--- config.mk ---
export PLATFORM = sky130hd
export DESIGN_NAME = fios_mem_ctrl
export DESIGN_NICKNAME = d
export VERILOG_FILES = /design/src/rtl/fios_mem_pkg.sv /design/src/rtl/fios_rd_delay.sv /design/src/rtl/fios_mem_ctrl.sv
export SDC_FILE = /design/constraint.sdc
export NUM_CORES = 1
export LEC_CHECK = 0
export ABC_AREA = 1
export BUFFER_PORTS_ARGS = -buffer_cell sky130_fd_sc_hd__clkbuf_2
export CORE_AREA = 2 2 85 87
export DETAILED_ROUTE_END_ITERATION = 7
export DIE_AREA = 0 0 87 89
export HOLD_SLACK_MARGIN = 0.02
export PLACE_DENSITY_LB_ADDON = 0.12
export SLEW_MARGIN = 15
export SYNTH_ARGS = -nofsm -noshare
export SYNTH_HDL_FRONTEND = slang
export SYNTH_SLANG_ARGS = --single-unit
--- constraint.sdc ---
create_clock -name clock_i -period 1.9 [get_ports clock_i]
set_input_delay 0.095 -clock clock_i [delete_from_list [all_inputs] [get_ports clock_i]]
set_output_delay 0.095 -clock clock_i [all_outputs]
set_load 0.03 [all_outputs]
--- src/rtl/fios_mem_pkg.sv ---
// Shared types and address map for the FIOS memory-side controller.
package fios_mem_pkg;

    typedef enum logic [2:0] {
        StIdle,
        StRdIssue,
        StRdDrain,
        StWr,
        StDone,
        StRelease
    } mem_state_e;

    localparam logic [1:0] OP_A = 2'd0;
    localparam logic [1:0] OP_B = 2'd1;
    localparam logic [1:0] OP_M = 2'd2;

    // A sits at base 0; the others follow back to back.
    function automatic int unsigned base_b(input int unsigned n);
        return n;
    endfunction

    function automatic int unsigned base_m(input int unsigned n);
        return 2 * n;
    endfunction

    function automatic int unsigned base_res(input int unsigned n);
        return 3 * n;
    endfunction

endpackage

--- src/rtl/fios_rd_delay.sv ---
// RD_LAT-deep shift register that tags each issued BRAM read with its operand
// select and word index so they line up with the returning read data.
module fios_rd_delay #(
    parameter int unsigned RD_LAT = 2,
    parameter int unsigned IDX_W  = 3
) (
    input  logic             clock_i,
    input  logic             reset_i,
    input  logic             flush_i,
    input  logic             valid_i,
    input  logic [1:0]       sel_i,
    input  logic [IDX_W-1:0] idx_i,
    output logic             valid_o,
    output logic [1:0]       sel_o,
    output logic [IDX_W-1:0] idx_o,
    output logic             pending_o
);

    logic             vld_q [RD_LAT];
    logic [1:0]       sel_q [RD_LAT];
    logic [IDX_W-1:0] idx_q [RD_LAT];

    always_ff @(posedge clock_i) begin
        if (reset_i || flush_i) begin
            for (int i = 0; i < int'(RD_LAT); i++) begin
                vld_q[i] <= 1'b0;
                sel_q[i] <= '0;
                idx_q[i] <= '0;
            end
        end else begin
            vld_q[0] <= valid_i;
            sel_q[0] <= sel_i;
            idx_q[0] <= idx_i;
            for (int i = 1; i < int'(RD_LAT); i++) begin
                vld_q[i] <= vld_q[i-1];
                sel_q[i] <= sel_q[i-1];
                idx_q[i] <= idx_q[i-1];
            end
        end
    end

    assign valid_o = vld_q[RD_LAT-1];
    assign sel_o   = sel_q[RD_LAT-1];
    assign idx_o   = idx_q[RD_LAT-1];

    // Reads still in flight behind the head; the line empties next cycle when clear.
    always_comb begin
        pending_o = 1'b0;
        for (int i = 0; i + 1 < int'(RD_LAT); i++) begin
            pending_o = pending_o | vld_q[i];
        end
    end

endmodule

--- src/rtl/fios_mem_ctrl.sv ---
// FIOS memory-side responder: loads A/B/M from BRAM into the core, stores results back.
// Optional mid-transfer abort on a dropped request is enabled by FIOS_MEM_ABORT_EN.
module fios_mem_ctrl
    import fios_mem_pkg::*;
#(
    parameter int unsigned WORD_W    = 32,
    parameter int unsigned NUM_WORDS = 8,
    parameter int unsigned ADDR_W    = 10,
    parameter int unsigned RD_LAT    = 2
) (
    input  logic                         clock_i,
    input  logic                         reset_i,
    input  logic                         mem_start_i,
    input  logic                         load_store_i,
    output logic                         load_done_o,
    output logic                         store_done_o,
    output logic                         bram_en_o,
    output logic                         bram_we_o,
    output logic [ADDR_W-1:0]            bram_addr_o,
    output logic [WORD_W-1:0]            bram_wdata_o,
    input  logic [WORD_W-1:0]            bram_rdata_i,
    output logic                         op_valid_o,
    output logic [1:0]                   op_sel_o,
    output logic [$clog2(NUM_WORDS)-1:0] op_idx_o,
    output logic [WORD_W-1:0]            op_data_o,
    output logic [$clog2(NUM_WORDS)-1:0] res_addr_o,
    input  logic [WORD_W-1:0]            res_data_i
`ifdef FIOS_MEM_ABORT_EN
    ,
    output logic                         abort_o
`endif
);

    localparam int unsigned       IDX_W   = $clog2(NUM_WORDS);
    localparam logic [ADDR_W-1:0] RdLast  = ADDR_W'(base_res(NUM_WORDS) - 1);
    localparam logic [ADDR_W-1:0] WrBase  = ADDR_W'(base_res(NUM_WORDS));
    localparam logic [ADDR_W-1:0] WrLast  = ADDR_W'(NUM_WORDS);
    localparam logic [ADDR_W-1:0] ResLast = ADDR_W'(NUM_WORDS - 1);
    localparam logic [IDX_W-1:0]  IdxLast = IDX_W'(NUM_WORDS - 1);

    mem_state_e        state_q;
    logic              is_store_q;
    logic [ADDR_W-1:0] cnt_q;
    logic [1:0]        sel_q;
    logic [IDX_W-1:0]  idx_q;

    logic              abort_req;
    logic              rd_pending;
    logic              head_valid;
    logic [1:0]        head_sel;
    logic [IDX_W-1:0]  head_idx;

`ifdef FIOS_MEM_ABORT_EN
    assign abort_req = !mem_start_i && (state_q inside {StRdIssue, StRdDrain, StWr});
`else
    assign abort_req = 1'b0;
`endif

    always_ff @(posedge clock_i) begin
        if (reset_i) begin
            state_q      <= StIdle;
            is_store_q   <= 1'b0;
            cnt_q        <= '0;
            sel_q        <= OP_A;
            idx_q        <= '0;
            load_done_o  <= 1'b0;
            store_done_o <= 1'b0;
            bram_en_o    <= 1'b0;
            bram_we_o    <= 1'b0;
            bram_addr_o  <= '0;
            res_addr_o   <= '0;
`ifdef FIOS_MEM_ABORT_EN
            abort_o      <= 1'b0;
`endif
        end else if (abort_req) begin
            state_q     <= StIdle;
            bram_en_o   <= 1'b0;
            bram_we_o   <= 1'b0;
            bram_addr_o <= '0;
            res_addr_o  <= '0;
`ifdef FIOS_MEM_ABORT_EN
            abort_o     <= 1'b1;
`endif
        end else begin
            load_done_o  <= 1'b0;
            store_done_o <= 1'b0;
            unique case (state_q)
                StIdle: begin
                    if (mem_start_i) begin
                        is_store_q <= load_store_i;
                        cnt_q      <= '0;
                        sel_q      <= OP_A;
                        idx_q      <= '0;
                        res_addr_o <= '0;
                        if (load_store_i) begin
                            state_q <= StWr;
                        end else begin
                            state_q     <= StRdIssue;
                            bram_en_o   <= 1'b1;
                            bram_we_o   <= 1'b0;
                            bram_addr_o <= '0;
                        end
                    end
                end
                StRdIssue: begin
                    if (cnt_q == RdLast) begin
                        state_q     <= StRdDrain;
                        bram_en_o   <= 1'b0;
                        bram_addr_o <= '0;
                    end else begin
                        cnt_q       <= cnt_q + ADDR_W'(1);
                        bram_addr_o <= cnt_q + ADDR_W'(1);
                        if (idx_q == IdxLast) begin
                            idx_q <= '0;
                            sel_q <= sel_q + 2'd1;
                        end else begin
                            idx_q <= idx_q + IDX_W'(1);
                        end
                    end
                end
                StRdDrain: begin
                    if (!rd_pending) begin
                        state_q      <= StDone;
                        load_done_o  <= !is_store_q;
                        store_done_o <= is_store_q;
                    end
                end
                StWr: begin
                    // Result word cnt_q-1 is on res_data_i while its write is on the port.
                    if (cnt_q == WrLast) begin
                        state_q      <= StDone;
                        bram_en_o    <= 1'b0;
                        bram_we_o    <= 1'b0;
                        bram_addr_o  <= '0;
                        load_done_o  <= !is_store_q;
                        store_done_o <= is_store_q;
                    end else begin
                        cnt_q       <= cnt_q + ADDR_W'(1);
                        res_addr_o  <= (cnt_q < ResLast) ? IDX_W'(cnt_q + ADDR_W'(1)) : '0;
                        bram_en_o   <= 1'b1;
                        bram_we_o   <= 1'b1;
                        bram_addr_o <= WrBase + cnt_q;
                    end
                end
                StDone: begin
                    state_q <= StRelease;
                end
                StRelease: begin
                    if (!mem_start_i) begin
                        state_q <= StIdle;
                    end
                end
                default: state_q <= StIdle;
            endcase
        end
    end

    fios_rd_delay #(
        .RD_LAT (RD_LAT),
        .IDX_W  (IDX_W)
    ) u_rd_delay (
        .clock_i   (clock_i),
        .reset_i   (reset_i),
        .flush_i   (abort_req),
        .valid_i   (bram_en_o & ~bram_we_o),
        .sel_i     (sel_q),
        .idx_i     (idx_q),
        .valid_o   (head_valid),
        .sel_o     (head_sel),
        .idx_o     (head_idx),
        .pending_o (rd_pending)
    );

    assign op_valid_o   = head_valid;
    assign op_sel_o     = head_valid ? head_sel : '0;
    assign op_idx_o     = head_valid ? head_idx : '0;
    assign op_data_o    = head_valid ? bram_rdata_i : '0;
    assign bram_wdata_o = bram_we_o ? res_data_i : '0;

endmodule

==> results.ini, run 1 <==
[cells_and_area]
syn_to_final_growth_pct = 30.81
finalNetCount = 718
drive_gt1_share_pct = 31.63
num_antenna_cells = 0
fin_util_pct = 59.46

[die]
die_h_um = 89
die-area_um2 = 7743
die_x_um = 87
fp.coreArea_um2 = 6719
io_pins = 155
row_count = 30
start_util_pct = 45.46

[synthesis]
async_flop_share_pct = 0
yosys_warnings = 0
syn_area_per_cell_um2 = 6.145
ys_types = 33
syn-num-nets = 571
synth_edf_count = 0
netlist_area_um2 = 3054
netlist_instances = 497
ys_dominant_reg_cell = dfxtp_1
synth-seq-cells = 48
seq_area_frac_synth_pct = 31.46

[routing]
antenna_left = 0
vias = 3398
viasPerCell = 4.687
drt-total-wl_mm = 7.740
drc = 0
drt_pass1_iterations = 5
routedWlPerCell_um = 10.68
drt_iter0_drc = 128

[clocking]
path_clk_slew_ns = 0.09
cts.sinks = 48
cts_buffer_depth = 2
numCtsBuffers = 5
root_buffer = clkbuf_8
cts_setup_buffers = 0
clock_latency_ns = 0.31
hold_buffers = 0
cts_max_level = 2
cts_tree = yes
ctsResizeCount = 0

[critical_path]
crit_arrival_ns = 1.86
cp_common_cell = nand3_2
critPathTopFamily = simple AND/OR/NAND/NOR gates
slowest_delay_ns = 0.35
required_ns = 2.14
crit_chain = nor2_2 -> inv_2 -> nor2_8 -> nand3_2 -> nand3_2 -> nand2_1 -> a21oi_1
critical_path.max_fanout = 16
cp_slowest_cell = dfxtp_1
path_buf_inv = 1
cp-end-kind = register
cp-start-kind = register
worstSetupPathType = reg2reg

[timing]
fin_tns_setup_ns = 0
max_freq_ghz = 0.6162
rsz0062_at_grt = false
hold_viol_final = 0
tightestPinTransition_ns = 0.5313
post-route-period-util_pct = 85.41
max_slew_margin_pct = 64.54
report.final.setup_viol = 0
slew_viol_final = 0
min_period_ns = 1.623
fin_skew_ns = 0.007739

[power_and_ir_drop]
clkPwrFrac_pct = 19.7
p_int_w = 0.002109
combPwrFrac_pct = 49.6
p_seq_share_pct = 30.7
net-switching-power_w = 0.001877
p_leak_nw = 2.586
total_power_w = 0.003986
switching_share_pct = 47.08
peakVddDrop_mv = 0.5135
power_density_nw_per_um2 = 997.7

[grt]
grt_max_degree = 39
grt_overflow_total = 0
grt_use_total_pct = 19.71
antenna_found_initial = 0
grt_pass1_vias = 2942
grt_pass1_wl_mm = 12.36

[placed_design]
gp_congestion = 0.9087
portBuffers = 154
hpwlAfterDp_mm = 6.024

[job]
cap_violations = 0

[outcome]
status = complete, no violations

[hold_path]
hold_class = in2reg

## layer usage
layer | up-vias | part of all wire [%] | GRT usage, %
li1 | 1773 | - | -
met1 | 1433 | 44 | 23.66
met2 | 181 | 46 | 35.32
met3 | 11 | 8.2 | 3.693
met4 | 0 | 1.6 | 6.818
met5 | - | 0 | 0
## registers in the layout (all words and copies together), names as in the netlist
signal,count
bram_en_o,1
u_rd_delay.vld_q,2
idx_q,3
u_rd_delay.idx_q,6
sel_q,2
res_addr_o,3
bram_we_o,1
cnt_q,10
bram_addr_o,10
is_store_q,1
u_rd_delay.sel_q,4
store_done_o,1
load_done_o,1
state_q,3
## stage by stage
| step | cells | setup WS (ns) | cell area (um2) | hold slack [ns] |
|---|---|---|---|---|
| floorplan | 497 | 0.4618 | 3054 | 0.1784 |
| global placement | 717 | 0.2938 | 3872 | 0.3895 |
| detailed placement | 717 | 0.2386 | 3872 | 0.3964 |
| CTS | 725 | 0.2098 | 3994 | 0.1103 |
| global route | 725 | 0.1067 | 3995 | 0.1315 |
| finish | 725 | 0.2772 | 3995 | 0.1291 |
## final timing paths
path | from | endpoint | slack [ns] | depth (start not counted)
hold reg to reg | u_rd_delay.idx_q[0][2] | u_rd_delay.idx_q[0][5] | 0.41 | 2
setup / recovery | state_q[2] | cnt_q[0] | 0.28 | 7
hold / removal | load_store_i | is_store_q | 0.13 | 3
setup reg to reg | state_q[2] | cnt_q[0] | 0.28 | 7
## power groups by stage
stage                     clock network [W]  logic [W]  registers, W
final                              0.000785    0.00198       0.00122
after global routing               0.000836    0.00217       0.00124
after global placement                    0    0.00193       0.00124
after detailed placement                  0    0.00195       0.00125
after CTS                          0.000814    0.00197       0.00122
after floorplan                           0    0.00141       0.00131
## final cells by class
cell class / count / area, um2
clock inverter: 2 / 38.79
multi-input combinational: 311 / 1558
sequential: 48 / 962.2
inverter: 120 / 452.9
clock buffer: 6 / 82.58
timing repair buffer: 158 / 800.8
tap: 80 / 100.1
fill: 652 / 2724
## synth_stat cells (all sizes together), types with 6 or more instances
cell type  count  area share [%]
inv          120              15
nand2        163              22
o21ai         11             1.9
a21oi         23             3.8
ha             6             2.5
nand4         10             2.0
nor3           7             1.5
buf            7             1.4
nor2          38             6.8
nand3         44             8.7
clkbuf        11             1.4
dfxtp         48              31
## placed cells by master, fill, tap and decap left out, drive strengths merged
master,netlist,final
a22oi,1,1
inv,120,120
a21oi,23,23
o211ai,1,1
nand2,163,163
or2,2,2
o21ai,11,11
nor2,38,38
xnor2,1,1
nand3b,2,2
nor3,7,7
ha,6,6
nand4,10,10
dfxtp,48,48
xor2,2,2
bufinv,0,1
nand3,44,44
clkinv,0,1
clkbuf,11,160
buf,7,4
## worst reg2reg max path: stages, from the launching register on
cell,delay [ns]
dfxtp_1,0.35
nor2_2,0.25
inv_2,0.11
nor2_8,0.27
nand3_2,0.15
nand3_2,0.20
nand2_1,0.08
a21oi_1,0.15
## kinds of logic (layout without fill, tap and decap cells)
family / Yosys count / in the layout / share of synthesized area [%]
and+or+nand+nor: 266 / 266 / 41.50
buffers and inverters: 138 / 286 / 17.53
DFF: 48 / 48 / 31.46
AOI/OAI and AO/OA: 36 / 36 / 6.186
adders and majority gates: 6 / 6 / 2.458
xor gates and xnor gates: 3 / 3 / 0.8605
(Power assumes the default switching activity.)
==> run 2, diff against run 1 <==
--- a/config.mk
+++ b/config.mk
@@ -7,12 +7,14 @@
 export LEC_CHECK = 0
 export ABC_AREA = 1
 export BUFFER_PORTS_ARGS = -buffer_cell sky130_fd_sc_hd__clkbuf_2
-export CORE_AREA = 2 2 85 87
+export CAP_MARGIN = 20
+export CORE_AREA = 2 2 86 88
 export DETAILED_ROUTE_END_ITERATION = 7
-export DIE_AREA = 0 0 87 89
+export DIE_AREA = 0 0 88 90
 export HOLD_SLACK_MARGIN = 0.02
-export PLACE_DENSITY_LB_ADDON = 0.12
+export PLACE_DENSITY = 0.74
 export SLEW_MARGIN = 15
 export SYNTH_ARGS = -nofsm -noshare
 export SYNTH_HDL_FRONTEND = slang
+export SYNTH_HIERARCHICAL = 1
 export SYNTH_SLANG_ARGS = --single-unit
==> run 2 against run 1 <==
  * Worst hold slack worse by 0.022 ns
  * Register-to-register slack worse by 0.05 ns
  * Clock skew about the same
  * Setup slack worse by 0.052 ns
  * Global-route usage up 0.52 points
  * Critical path type unchanged
  * Highest routed layer unchanged
==> results.ini, run 2 <==
[die]
row_count = 31  ; +3.3%
start_util_pct = 44.20  ; -1.3 points
die_x_um = 88  ; +1.1%
io_pins = 155  ; unchanged
die-area_um2 = 7920  ; +2.3%
fp.coreArea_um2 = 7020  ; +4.5%
die_h_um = 90  ; +1.1%

[hold_path]
hold_class = in2reg
hp-start = load_store_i

[clocking]
root_buffer = clkbuf_8
path_clk_slew_ns = 0.09  ; about the same
hold_buffers = 0  ; unchanged
cts_tree = yes
cts_setup_buffers = 0  ; unchanged
numCtsBuffers = 5  ; unchanged
cts_max_level = 2  ; unchanged
cts.sinks = 48  ; unchanged
ctsResizeCount = 0  ; unchanged
clock_latency_ns = 0.30  ; about the same
cts_buffer_depth = 2  ; unchanged

[placed_design]
gp_congestion = 0.8949  ; -1.5%
placed_cell_area_um2 = 3926  ; +1.4%
place_inst = 748  ; +4.3%
hpwlAfterDp_mm = 6.556  ; +8.8%
portBuffers = 154  ; unchanged

[critical_path]
worstSetupPathType = reg2reg
cp-startpoint = cnt_q[1]
cp-end-kind = register
r2r-start = cnt_q[1]
cp_slowest_cell = dfxtp_2
cp_common_cell = nand2_1
crit_chain = ha_1 -> nand2_1 -> nor3_2 -> nand2_1 -> nand2_2 -> nand2_1 -> nand2_1 -> nand2_1 -> nand2_1 -> nor2_1
critPathTopFamily = simple AND/OR/NAND/NOR gates
path_buf_inv = 0  ; -1
cp-start-kind = register
slowest_delay_ns = 0.41  ; +0.06 ns
crit_arrival_ns = 1.87  ; about the same
critical_path.max_fanout = 11  ; -5
required_ns = 2.09  ; -0.05 ns

[synthesis]
synth_edf_count = 0  ; unchanged
seq_area_frac_synth_pct = 30.97  ; -0.49 points
netlist_area_um2 = 3103  ; +1.6%
synth_area_leaders = dfxtp_1 (31%), nand2_1 (19%), inv_1 (15%)
netlist_instances = 510  ; +2.6%
synth_most_common_cell = nand2_1
async_flop_share_pct = 0  ; unchanged
synth_top_area_share_pct = 30.97  ; -0.49 points
ys_dominant_reg_cell = dfxtp_1
ys_types = 30  ; -9.1%
syn_area_per_cell_um2 = 6.084  ; -0.99%
syn-num-nets = 584  ; +2.3%
yosys_warnings = 6  ; +6
synth-seq-cells = 48  ; unchanged
synth_area_leader_cell = dfxtp_1
ys_top_cells_by_count = nand2_1 (153), inv_1 (121), dfxtp_1 (48)

[timing]
post-route-period-util_pct = 88.16  ; +2.7 points
hold_viol_final = 0  ; unchanged
rsz0062_at_grt = false
hold_ws_ns = 0.1075  ; -0.02162 ns
tightestPinTransition_ns = 0.5499  ; +0.01857 ns
report.final.setup_viol = 0  ; unchanged
min_period_ns = 1.675  ; +0.05214 ns
max_slew_margin_pct = 63.30  ; -1.2 points
fin_tns_setup_ns = 0  ; unchanged
fin_skew_ns = 0.008199  ; +0.0004593 ns
slew_viol_final = 0  ; unchanged
max_freq_ghz = 0.5970  ; -3.1%

[cells_and_area]
top_regs = bram_addr_o: 10 flops, cnt_q: 10 flops, u_rd_delay/idx_q: 6 flops
design_area_um2 = 4019  ; +0.59%
layout_common_cells = clkbuf_2 (154), nand2_1 (153), inv_1 (121)
fillers = 704  ; +8.0%
final_common_cell = clkbuf_2
finalNetCount = 730  ; +1.7%
syn_to_final_growth_pct = 29.52
instances_no_fill = 756  ; +4.3%
num_antenna_cells = 0  ; unchanged
drive_gt1_share_pct = 30.75  ; -0.88 points

[job]
cap_violations = 0  ; unchanged

[routing]
topRoutingLayerUsed = met4
routedWlPerCell_um = 10.84  ; +1.6%
drt_iter0_drc = 144  ; +13%
drt-total-wl_mm = 8.198  ; +5.9%
vias = 3416  ; +0.53%
route.met2.wl_mm = 4.179  ; +18%
wl_met3_um = 435  ; -32%
drt-met1-wl_mm = 3.532  ; +3.0%
drc = 0  ; unchanged
antenna_left = 0  ; unchanged
drt_pass1_iterations = 4  ; -1
viasPerCell = 4.519  ; -3.6%

[power_and_ir_drop]
combPwrFrac_pct = 45.7  ; -3.9 points
power_density_nw_per_um2 = 849.0  ; -15%
p_leak_nw = 2.511  ; -2.9%
clkPwrFrac_pct = 18.5  ; -1.2 points
p_seq_share_pct = 35.8  ; +5.1 points
p_int_w = 0.001874  ; -11%
switching_share_pct = 45.07  ; -2.0 points
net-switching-power_w = 0.001538  ; -18%
total_power_w = 0.003412  ; -14%
peakVddDrop_mv = 0.4367  ; -15%

[grt]
grt_pass1_vias = 3086  ; +4.9%
antenna_found_initial = 0  ; unchanged
grt_pass1_wl_mm = 13.32  ; +7.8%
grt_overflow_total = 0  ; unchanged
grt_use_total_pct = 20.23  ; +0.52 points
grt_max_degree = 39  ; unchanged

[outcome]
status = complete, no violations

==> run 2: worst register-to-register path, stage by stage (launching register included) <==
cell,delay (ns)
dfxtp_2,0.41
ha_1,0.20
nand2_1,0.09
nor3_2,0.11
nand2_1,0.11
nand2_2,0.23
nand2_1,0.14
nand2_1,0.12
nand2_1,0.06
nand2_1,0.06
nor2_1,0.05
==> run 2: worst paths after layout <==
check,to,slack (ns),depth (start not counted)
setup / recovery,sel_q[0],0.23,10
hold / removal,is_store_q,0.11,3
setup reg to reg,sel_q[0],0.23,10
hold reg to reg,load_done_o,0.42,1
==> run 2: routing by layer <==
layer	track usage [%]	vias to the layer above
li1	-	1808
met1	24.76	1499
met2	37.37	102
met3	2.479	7
met4	3.718	0
met5	0	-
==> run 2: power groups by stage <==
stage                     logic [W]  registers [W]  clock network [W]
final                       0.00156        0.00122           0.000630
after global routing        0.00174        0.00124           0.000688
after CTS                   0.00155        0.00122           0.000645
after detailed placement    0.00154        0.00124                  0
after global placement      0.00153        0.00124                  0
after floorplan             0.00108        0.00131                  0
==> run 2: cell families (layout without fill, tap and decap cells) <==
family	count (synthesis)	count (layout)	share of synthesized area, %
compound gates	38	38	6.774
xor+xnor	4	4	1.129
fa+ha+maj	6	6	2.419
buf+inv	147	294	19.23
flops	48	48	30.97
other cells	1	1	0.1209
simple gates	266	266	39.35
==> run 2: area by class of cell <==
| class | instances | area, um2 | share of cell area, % |
|---|---|---|---|
| Multi-Input combinational cell | 315 | 1545 | 38.45 |
| Tap cell | 99 | 123.9 | 3.082 |
| Timing Repair Buffer | 162 | 830.8 | 20.67 |
| Inverter | 124 | 465.4 | 11.58 |
| Clock buffer | 8 | 90.09 | 2.242 |
| Sequential cell | 48 | 963.4 | 23.97 |
==> run 2: metrics by stage <==
step           setup slack [ns]  utilization (%)
4_1_cts                  0.1325            57.21
3_3_place_gp             0.2442            55.93
6_report                 0.2250            57.24
2_1_floorplan            0.4049                -
3_5_place_dp             0.1687            55.93
5_1_grt                 0.08520            57.24
==> run 3, diff against run 2 <==
--- a/config.mk
+++ b/config.mk
@@ -8,11 +8,11 @@
 export ABC_AREA = 1
 export BUFFER_PORTS_ARGS = -buffer_cell sky130_fd_sc_hd__clkbuf_2
 export CAP_MARGIN = 20
-export CORE_AREA = 2 2 86 88
+export CORE_AREA = 2 2 82 84
 export DETAILED_ROUTE_END_ITERATION = 7
-export DIE_AREA = 0 0 88 90
+export DIE_AREA = 0 0 84 86
 export HOLD_SLACK_MARGIN = 0.02
-export PLACE_DENSITY = 0.74
+export PLACE_DENSITY = 0.81
 export SLEW_MARGIN = 15
 export SYNTH_ARGS = -nofsm -noshare
 export SYNTH_HDL_FRONTEND = slang
==> constraint.sdc (replaced) <==
create_clock -name clock_i -period 2 [get_ports clock_i]
set_input_delay 0.1 -clock clock_i [delete_from_list [all_inputs] [get_ports clock_i]]
set_output_delay 0.1 -clock clock_i [all_outputs]
set_load 0.03 [all_outputs]
==> run 3 against run 2 <==
  * Maximum frequency decreased by 5.0%
  * Non-clock buffer count decreased by 2
  * Worst hold slack improved by 0.0080 ns
  * Critical endpoint unchanged
  * Clock power increased by 52%
  * Power increased by 5.7%
  * Die area decreased by 8.8%
  * First-iteration DRC count increased by 40%
  * Global-route usage increased by 2.3 points
  * Sequential share of layout area decreased by 0.20 points
  * Sequential power decreased by 5%
==> results.ini, run 3 (synthesis results as in run 2) <==
[clocking]
clock_latency_ns = 0.31  ; about the same
cts_buffer_depth = 2  ; unchanged
path_clk_slew_ns = 0.09  ; about the same
numCtsBuffers = 5  ; unchanged
root_buffer = clkbuf_8
cts_setup_buffers = 0  ; unchanged
hold_buffers = 0  ; unchanged
cts.sinks = 48  ; unchanged
ctsResizeCount = 0  ; unchanged
cts_max_level = 2  ; unchanged
cts_tree = yes

[timing]
post-route-period-util_pct = 88.20  ; about the same
report.final.setup_viol = 0  ; unchanged
min_period_ns = 1.764  ; +0.08895 ns
fin_skew_ns = 0.005227  ; -0.002972 ns
max_freq_ghz = 0.5669  ; -5.0%
fin_tns_setup_ns = 0  ; unchanged
slew_viol_final = 0  ; unchanged
setup_slack_ns = 0.2361  ; +0.01105 ns
hold_viol_final = 0  ; unchanged
rsz0062_at_grt = false
tightestPinTransition_ns = 0.5355  ; -0.01436 ns
max_slew_margin_pct = 64.26  ; +0.96 points

[cells_and_area]
syn_to_final_growth_pct = 30.28
drive_gt1_share_pct = 30.53  ; -0.21 points
layout_common_cells = clkbuf_2 (154), nand2_1 (153), inv_1 (121)
final_common_cell = clkbuf_2
finalNetCount = 728  ; -0.27%
fillers = 601  ; -15%
fin_util_pct = 64.40  ; +7.2 points
top_regs = bram_addr_o: 10 flops, cnt_q: 10 flops, u_rd_delay/idx_q: 6 flops
num_antenna_cells = 0  ; unchanged

[die]
die-area_um2 = 7224  ; -8.8%
fp.coreArea_um2 = 6277  ; -11%
row_count = 29  ; -6.5%
start_util_pct = 49.43  ; +5.2 points
io_pins = 155  ; unchanged
die_x_um = 84  ; -4.5%
die_h_um = 86  ; -4.4%

[outcome]
status = complete, no violations

[hold_path]
hp-start = load_store_i
hold_class = in2reg

[critical_path]
cp-start-kind = register
crit_arrival_ns = 1.97  ; +0.10 ns
r2r-start = cnt_q[1]
required_ns = 2.21  ; +0.12 ns
critical_path.max_fanout = 11  ; unchanged
cp-startpoint = cnt_q[1]
worstSetupPathType = reg2reg
cp-end-kind = register

[routing]
drt-total-wl_mm = 8.306  ; +1.3%
vias = 3432  ; +0.47%
viasPerCell = 4.689  ; +3.8%
drt_pass1_iterations = 4  ; unchanged
antenna_left = 0  ; unchanged
drt_iter0_drc = 201  ; +40%
drc = 0  ; unchanged
routedWlPerCell_um = 11.35  ; +4.6%

[grt]
grt_use_met2_pct = 40.29  ; +2.9 points
antenna_found_initial = 0  ; unchanged
grt_pass1_vias = 3072  ; -0.45%
grt.busiest_layer = met2
grt_use_met1_pct = 27.32  ; +2.6 points
grt_overflow_total = 0  ; unchanged
use_met3_pct = 4.812  ; +2.3 points
grt_pass1_wl_mm = 13.60  ; +2.1%
grt_max_degree = 39  ; unchanged
grt_use_total_pct = 22.49  ; +2.3 points

[power_and_ir_drop]
p_leak_nw = 2.532  ; +0.86%
peakVddDrop_mv = 0.4849  ; +11%
power_density_nw_per_um2 = 891.9  ; +5.1%

[job]
cap_violations = 0  ; unchanged

[placed_design]
hpwlAfterDp_mm = 6.619  ; +0.95%
portBuffers = 154  ; unchanged
dp_slack_ns = 0.2783  ; +0.1096 ns
gp_congestion = 0.9112  ; +1.8%

-- run 3: layout make-up --
class / count / area, um2 / share of cell area [%]
multi-input combinational: 315 / 1545 / 38.22
sequential: 48 / 960.9 / 23.77
timing repair buffer: 160 / 815.8 / 20.18
inverter: 124 / 465.4 / 11.51
tap: 77 / 96.34 / 2.383
clock inverter: 3 / 90.09 / 2.228
clock buffer: 5 / 68.82 / 1.702
-- run 3: worst paths after layout --
kind | to | slack [ns] | depth (start not counted)
setup / recovery | sel_q[0] | 0.24 | 10
hold / removal | is_store_q | 0.12 | 3
setup reg to reg | sel_q[0] | 0.24 | 10
hold reg to reg | load_done_o | 0.42 | 1
-- run 3: power by group --
group | internal [W] | total, W | switching, W
logic | 0.000430 | 0.00149 | 0.00106
registers | 0.00106 | 0.00116 | 0.0000974
clock network | 0.000625 | 0.000955 | 0.000331
-- run 3: per-layer routing --
metal,share of wire (%),up-vias,routed length [um]
met1,42,1492,3466
met5,0,-,0
met2,50,125,4132
met4,1.0,0,84
met3,7.5,9,622
li1,-,1806,-
-- run 3: metrics by stage --
step	instance area [um2]	std cells	hold WS, ns	total power (W)
floorplan	3103	510	0.2863	0.002267
global route	4043	732	0.1783	0.003818
finish	4043	732	0.1155	0.003606
detailed placement	3884	724	0.4091	0.002652
global placement	3884	724	0.3971	0.002631
CTS	4043	732	0.1123	0.003611
-- run 3: worst max-delay path: stages (launching register included) --
cell and delay [ns]:
dfxtp_1 0.48, ha_1 0.23, nand2_1 0.09, nor3_2 0.12, nand2_1 0.12, nand2_2 0.23
nand2_1 0.13, nand2_1 0.11, nand2_1 0.06, nand2_1 0.05, nor2_1 0.05
